`config.mk`:
```
export PLATFORM = sky130hd
export DESIGN_NAME = piso_serializer_flat
export DESIGN_NICKNAME = d
export VERILOG_FILES = /design/src/rtl/piso_pkg.sv /design/src/rtl/piso_if.sv /design/src/rtl/piso_bit_counter.sv /design/src/rtl/piso_serializer.sv /design/src/flat_wrapper.sv
export SDC_FILE = /design/constraint.sdc
export NUM_CORES = 1
export LEC_CHECK = 0
export BUFFER_PORTS_ARGS = -buffer_cell sky130_fd_sc_hd__clkbuf_2
export CAP_MARGIN = 0
export CORE_ASPECT_RATIO = 0.9
export CORE_UTILIZATION = 48
export CTS_CLUSTER_DIAMETER = 50
export DETAILED_ROUTE_END_ITERATION = 8
export GPL_TIMING_DRIVEN = 0
export PLACE_DENSITY_LB_ADDON = 0.15
export SYNTH_ARGS = -nofsm -noshare
export SYNTH_HDL_FRONTEND = slang
export SYNTH_SLANG_ARGS = --single-unit
export TNS_END_PERCENT = 100
```
`constraint.sdc`:
```
create_clock -name clk -period 2.5 [get_ports clk]
set_clock_uncertainty 0.2 [all_clocks]
set_input_delay 0.125 -clock clk [delete_from_list [all_inputs] [get_ports clk]]
set_output_delay 0.125 -clock clk [all_outputs]
set_load 0.1 [all_outputs]
```
`src/rtl/piso_pkg.sv`:
```
// Shared definitions for the parallel-in/serial-out serializer.
//   state_t    : FSM encoding (IDLE = no word in flight, SHIFT = bits in flight)
//   cnt_width  : width of the "bits remaining" counter for a given word width
package piso_pkg;

  typedef enum logic {
    IDLE  = 1'b0,
    SHIFT = 1'b1
  } state_t;

  // The counter holds values 0..width-1, so $clog2(width) bits suffice.
  // Clamp to 1 so a degenerate width never produces a zero-width vector.
  function automatic int cnt_width(input int width);
    return (width > 1) ? $clog2(width) : 1;
  endfunction

endpackage

```
`src/rtl/piso_if.sv`:
```
// Load handshake and serial output bundle of the serializer.
//   load_valid / load_ready / din : parallel word handshake (source -> serializer)
//   sout / sout_valid / sout_last : serial bit stream (serializer -> receiver)
//   busy                          : a word is in transmission
// Modports:
//   master : the word source / bit sink side
//   slave  : the serializer itself
interface piso_if #(
  parameter int WIDTH = 8
);

  logic             load_valid;
  logic             load_ready;
  logic [WIDTH-1:0] din;
  logic             sout;
  logic             sout_valid;
  logic             sout_last;
  logic             busy;

  modport master (
    output load_valid,
    output din,
    input  load_ready,
    input  sout,
    input  sout_valid,
    input  sout_last,
    input  busy
  );

  modport slave (
    input  load_valid,
    input  din,
    output load_ready,
    output sout,
    output sout_valid,
    output sout_last,
    output busy
  );

endinterface

```
`src/rtl/piso_bit_counter.sv`:
```
// Loadable down-counter with a zero flag, used to count the bits of a word
// that remain after the one currently on the serial line.
//   clk, rst  : clock and synchronous active-high reset (clears the count)
//   load      : load load_val (has priority over dec)
//   load_val  : value to load
//   dec       : decrement by one; holds at zero rather than wrapping
//   cnt       : current count
//   zero      : cnt == 0
module piso_bit_counter #(
  parameter int CW = 3
) (
  input  logic          clk,
  input  logic          rst,
  input  logic          load,
  input  logic [CW-1:0] load_val,
  input  logic          dec,
  output logic [CW-1:0] cnt,
  output logic          zero
);

  assign zero = (cnt == '0);

  always_ff @(posedge clk) begin
    if (rst) begin
      cnt <= '0;
    end else if (load) begin
      cnt <= load_val;
    end else if (dec && !zero) begin
      cnt <= cnt - 1'b1;
    end
  end

endmodule

```
`src/rtl/piso_serializer.sv`:
```
// Parallel-in/serial-out transmitter. A WIDTH-bit word accepted over the
// valid/ready load handshake is sent one bit per clock on sout, each bit
// qualified by sout_valid and the final bit flagged by sout_last. A new word
// can be accepted while the last bit of the previous one is on the line, so
// back-to-back words stream without a bubble.
//   clk  : system clock, all state changes on the rising edge
//   rst  : synchronous active-high reset
//   bus  : piso_if slave modport
//          load_valid, din  -> word offered by the source
//          load_ready       <- combinational, word can be accepted this cycle
//          sout, sout_valid, sout_last, busy <- registered serial side
// Parameters:
//   WIDTH     : word width (>= 2)
//   MSB_FIRST : 1 = bit WIDTH-1 goes first, 0 = bit 0 goes first
module piso_serializer
  import piso_pkg::*;
#(
  parameter int WIDTH     = 8,
  parameter bit MSB_FIRST = 1'b1
) (
  input logic  clk,
  input logic  rst,
  piso_if.slave bus
);

  localparam int CW = cnt_width(WIDTH);

  state_t           state_q, state_d;
  logic [WIDTH-1:0] sh_q, sh_d;
  logic             sout_q, sout_d;
  logic             vld_q, vld_d;
  logic             last_q, last_d;
  logic             busy_q, busy_d;

  logic [CW-1:0]    cnt;
  logic             cnt_zero;
  logic             cnt_load;
  logic             cnt_dec;
  logic             accept;

  // Bit that leaves first when a word is loaded.
  function automatic logic first_bit(input logic [WIDTH-1:0] w);
    return MSB_FIRST ? w[WIDTH-1] : w[0];
  endfunction

  // Word as stored after its first bit has been sent; the next bit to send
  // always sits at the outgoing end of the register.
  function automatic logic [WIDTH-1:0] after_first(input logic [WIDTH-1:0] w);
    return MSB_FIRST ? {w[WIDTH-2:0], 1'b0} : {1'b0, w[WIDTH-1:1]};
  endfunction

  function automatic logic next_bit(input logic [WIDTH-1:0] s);
    return MSB_FIRST ? s[WIDTH-1] : s[0];
  endfunction

  function automatic logic [WIDTH-1:0] shift_out(input logic [WIDTH-1:0] s);
    return MSB_FIRST ? {s[WIDTH-2:0], 1'b0} : {1'b0, s[WIDTH-1:1]};
  endfunction

  // Ready in IDLE, or in SHIFT while the final bit is on the line; reset
  // overrides so a word offered during reset is never taken.
  assign bus.load_ready = !rst && ((state_q == IDLE) || ((state_q == SHIFT) && cnt_zero));
  assign accept         = bus.load_valid && bus.load_ready;

  assign bus.sout       = sout_q;
  assign bus.sout_valid = vld_q;
  assign bus.sout_last  = last_q;
  assign bus.busy       = busy_q;

  piso_bit_counter #(
    .CW (CW)
  ) u_cnt (
    .clk      (clk),
    .rst      (rst),
    .load     (cnt_load),
    .load_val (CW'(WIDTH - 1)),
    .dec      (cnt_dec),
    .cnt      (cnt),
    .zero     (cnt_zero)
  );

  always_comb begin
    state_d  = state_q;
    sh_d     = sh_q;
    sout_d   = sout_q;
    vld_d    = vld_q;
    last_d   = last_q;
    busy_d   = busy_q;
    cnt_load = 1'b0;
    cnt_dec  = 1'b0;

    unique case (state_q)
      IDLE: begin
      end
      SHIFT: begin
        if (!cnt_zero) begin
          sout_d  = next_bit(sh_q);
          sh_d    = shift_out(sh_q);
          last_d  = (cnt == CW'(1));
          cnt_dec = 1'b1;
        end else begin
          state_d = IDLE;
          sout_d  = 1'b0;
          vld_d   = 1'b0;
          last_d  = 1'b0;
          busy_d  = 1'b0;
        end
      end
      default: begin
        state_d = IDLE;
      end
    endcase

    // Accept overrides both the idle hold and the end-of-word return to IDLE,
    // which is what makes consecutive words gap-free.
    if (accept) begin
      state_d  = SHIFT;
      sout_d   = first_bit(bus.din);
      sh_d     = after_first(bus.din);
      vld_d    = 1'b1;
      last_d   = 1'b0;
      busy_d   = 1'b1;
      cnt_load = 1'b1;
    end
  end

  always_ff @(posedge clk) begin
    if (rst) begin
      state_q <= IDLE;
      sh_q    <= '0;
      sout_q  <= 1'b0;
      vld_q   <= 1'b0;
      last_q  <= 1'b0;
      busy_q  <= 1'b0;
    end else begin
      state_q <= state_d;
      sh_q    <= sh_d;
      sout_q  <= sout_d;
      vld_q   <= vld_d;
      last_q  <= last_d;
      busy_q  <= busy_d;
    end
  end

endmodule

```
`src/flat_wrapper.sv`:
```
// flat-port wrapper written by rule: the top's interface ports become plain ports
module piso_serializer_flat import piso_pkg::*;
#(
  parameter int WIDTH     = 8,
  parameter bit MSB_FIRST = 1'b1
)
  (clk, rst, bus_load_valid, bus_din, bus_load_ready, bus_sout, bus_sout_valid, bus_sout_last, bus_busy);
  piso_if #(.WIDTH(WIDTH)) bus_i ();
  input logic clk;
  input logic rst;
  input wire logic [$bits(bus_i.load_valid)-1:0] bus_load_valid;
  input wire logic [$bits(bus_i.din)-1:0] bus_din;
  output wire logic [$bits(bus_i.load_ready)-1:0] bus_load_ready;
  output wire logic [$bits(bus_i.sout)-1:0] bus_sout;
  output wire logic [$bits(bus_i.sout_valid)-1:0] bus_sout_valid;
  output wire logic [$bits(bus_i.sout_last)-1:0] bus_sout_last;
  output wire logic [$bits(bus_i.busy)-1:0] bus_busy;
  assign bus_i.load_valid = bus_load_valid;
  assign bus_i.din = bus_din;
  assign bus_load_ready = bus_i.load_ready;
  assign bus_sout = bus_i.sout;
  assign bus_sout_valid = bus_i.sout_valid;
  assign bus_sout_last = bus_i.sout_last;
  assign bus_busy = bus_i.busy;
  piso_serializer #(.WIDTH(WIDTH), .MSB_FIRST(MSB_FIRST)) u_core (.clk(clk), .rst(rst), .bus(bus_i));
endmodule
```
==> metrics.csv <==
stage,metric,value,unit
cts,clk sinks,14,
logic_synthesis,Synth Area per Inst,9.368,um^2
route,Routed WL per cell,13.15,um
route,final WL,1.486,mm
logic_synthesis,"Cell Area, Synth",711.9,um^2
floorplan,Die H,38.54,um
route,TritonRoute pass-1 iters,4,
logic_synthesis,synthesis warning total,0,
cts,clock latency on the worst-skew pair,0.28,ns
route,initial DRC count,20,
floorplan,Starting Density,54.50,%
final_layout,Nets,115,
worst_setup_path,CP Class,flop to output port,
worst_setup_path,worst flop-to-flop path endpoint,u_core.sh_q[4]$_SDFFE_PP0P_,
cts,clk slew on worst S/H paths,0.08,ns
sta,final hold violation count,0,
worst_setup_path,R2R setup slack,0.73,ns
route,antenna-violating nets left,0,
final_layout,P&R area growth vs syn,23.90,%
worst_setup_path,crit path max fanout,10,
grt,GR Overflow Total,0,
status,status,"finished, final reports clean",
floorplan,num rows,12,
final_layout,diode count,0,
min_path,hold path endpoint,u_core.bus.sout$_SDFFE_PP0P_,
logic_synthesis,cell accounting for the most synthesized area,dfxtp_1,
cts,CTS tree,built,
min_path,hold_sp,bus_din[7],
logic_synthesis,distinct cell type count after synthesis,18,
route,total vias in the final route,640,
cts,H-tree depth,1,
worst_setup_path,Worst setup SP type,flop,
route,Remaining DRCs,0,
cts,clock buffer count from CTS,3,
sta,max-slew violation count,0,
sta,Final Setup Violations,0,
logic_synthesis,Synth area leaders,"dfxtp_1 (39%), a211oi_1 (12%), mux2i_1 (9.8%), nor3_1 (7.7%), ha_1 (5.3%)",
logic_synthesis,Synth Net Count,90,
grt,antenna violations before repair,0,
cts,clk buf depth,2,
worst_setup_path,Reg2Reg Depth,5,
grt,GRT Overall Usage,21.44,%
grt,largest net degree at the start of global routing,11,
floorplan,Die W,42.60,um
route,vias per inst,5.664,
worst_setup_path,crit path DAT,1.91,ns
final_layout,final cell count without fillers,113,
worst_setup_path,FF-to-FF Start,u_core.u_cnt.cnt[0]$_SDFFE_PP0P_,
grt,vias in the first global route,596,
sta,Tcrit/Tclk final,89.58,%
cts,CTS root buffer,clkbuf_4,
pwr,leakage,0.3886,nW
flow_run,max-cap check violation count,0,
worst_setup_path,Worst EP required,2.17,ns
sta,WHS,0.01049,ns
sta,relative slew slack,64.31,%
worst_setup_path,CP Capture Type,output port,
sta,total negative slack,0,ns
grt,global-route wire length before repair,2.539,mm
logic_synthesis,Gate Count Post-Synth,76,
logic_synthesis,sequential-to-total area share from yosys stat,39.37,%
logic_synthesis,Synth Register Bits,14,
floorplan,core box area,1306,um^2
placement,HPWL Detailed,1.038,mm
min_path,min-delay worst type,input port to flop,
sta,Worst Tran Pin Value,0.5376,ns
sta,RSZ-0062 raised after global routing,no,
pwr,worst vdd ir,0.4165,mV
cts,Post-CTS Resized,0,
sta,Tmin final,2.240,ns
floorplan,die area,1641,um^2
floorplan,num ports,16,
placement,GP Congestion,0.7804,
logic_synthesis,Synth top area share,39.37,%
final_layout,ratio of cells with drive above 1 in the final layout,28.28,%
sta,Max Clk Rate,446.5,MHz
min_path,Hold Crit Depth,3,
placement,placed cells,104,
placement,PortBufs,14,
pwr,PwrDens,630.5,nW/um^2
flip-flops by register name, summed over array words and instances (netlist names):
signal                 cells
u_core.bus.sout            1
u_core.sh_q                7
u_core.u_cnt.cnt           3
u_core.bus.sout_last       1
u_core.state_q             1
u_core.bus.sout_valid      1
worst max-delay path, cell delays in order, from the launching register on:
cell	delay, ns
dfxtp_1	0.35
inv_1	0.09
ha_1	0.25
and2b_2	0.21
buf_6	0.13
nor2_1	0.17
nor2_1	0.07
clkbuf_2	0.38
through the flow:
| stage | cell area (um^2) | power, mW | setup slack (ns) | utilization, % |
|---|---|---|---|---|
| CTS | 882.1 | 0.5555 | 0.2752 | 67.53 |
| global route | 882.1 | 0.5852 | 0.1352 | 67.53 |
| global placement | 799.5 | 0.4231 | 0.5832 | 61.21 |
| detailed placement | 799.5 | 0.4268 | 0.5746 | 61.21 |
| finish | 882.1 | 0.5562 | 0.2604 | 67.53 |
| floorplan | 711.9 | 0.3927 | 0.01305 | - |
cells in the final DEF (no fill, tap or decap), drive strengths merged:
cell type	n
and2b	1
buf	6
dlygate4sd3	6
a21oi	4
or3	1
mux2i	7
nor2	5
or2b	1
nor3	11
dfxtp	14
ha	3
nand2	4
and4bb	1
a2111oi	1
a211oi	11
a311oi	1
clkbuf	18
inv	4
metal layers:
layer,global-route usage (%),part of all wire [%]
met5,0,0
met4,4.688,0.54
met3,7.075,5.0
met2,36.92,47
met1,26.29,47
kinds of logic after synthesis:
kind of cell	Yosys count	share of synthesized area, %
and+or+nand+nor	24	17.75
AOI/OAI and AO/OA	17	17.75
DFF	14	39.37
buffers and inverters	11	10.02
muxes	7	9.842
adders and majority gates	3	5.273
Yosys cell counts:
cell type,n
or3_2,1
nand2_1,4
buf_6,2
nor3_1,11
and4bb_2,1
or2b_2,1
and2b_2,1
inv_1,4
a311oi_1,1
buf_4,4
nor2_1,5
a2111oi_2,1
dfxtp_1,14
clkbuf_1,1
a21oi_1,4
mux2i_1,7
ha_1,3
a211oi_1,11
what timing repair did:
item                      4_1_cts  5_1_grt
hold endpoints to repair        9        0
setup buffers                   0        0
hold buffers                    6        0
how the worst max path moves through the flow:
stage	start	end	depth (start not counted)
2_1_floorplan	u_core.u_cnt.cnt[0]$_SDFFE_PP0P_	bus_load_ready	6
3_3_place_gp	u_core.u_cnt.cnt[0]$_SDFFE_PP0P_	bus_load_ready	7
3_5_place_dp	u_core.u_cnt.cnt[0]$_SDFFE_PP0P_	bus_load_ready	7
4_1_cts	u_core.u_cnt.cnt[0]$_SDFFE_PP0P_	bus_load_ready	7
5_1_grt	u_core.u_cnt.cnt[0]$_SDFFE_PP0P_	bus_load_ready	7
6_report	u_core.u_cnt.cnt[0]$_SDFFE_PP0P_	bus_load_ready	7
power by group:
group | switching [mW] | internal, mW | total, mW
clock network | 0.0703 | 0.0558 | 0.126
registers | 0.0136 | 0.245 | 0.258
logic | 0.109 | 0.0628 | 0.172
layout make-up:
| class | count | area (um^2) |
|---|---|---|
| flip-flops and latches | 14 | 280.3 |
| multi-input cells | 51 | 360.3 |
| well taps | 14 | 17.52 |
| repair buffers | 20 | 130.1 |
| fillers | 120 | 424.2 |
| plain buffers | 7 | 56.30 |
| inverters | 4 | 15.01 |
| clock buffers | 3 | 22.52 |
Power figures use the tool's default switching activity.
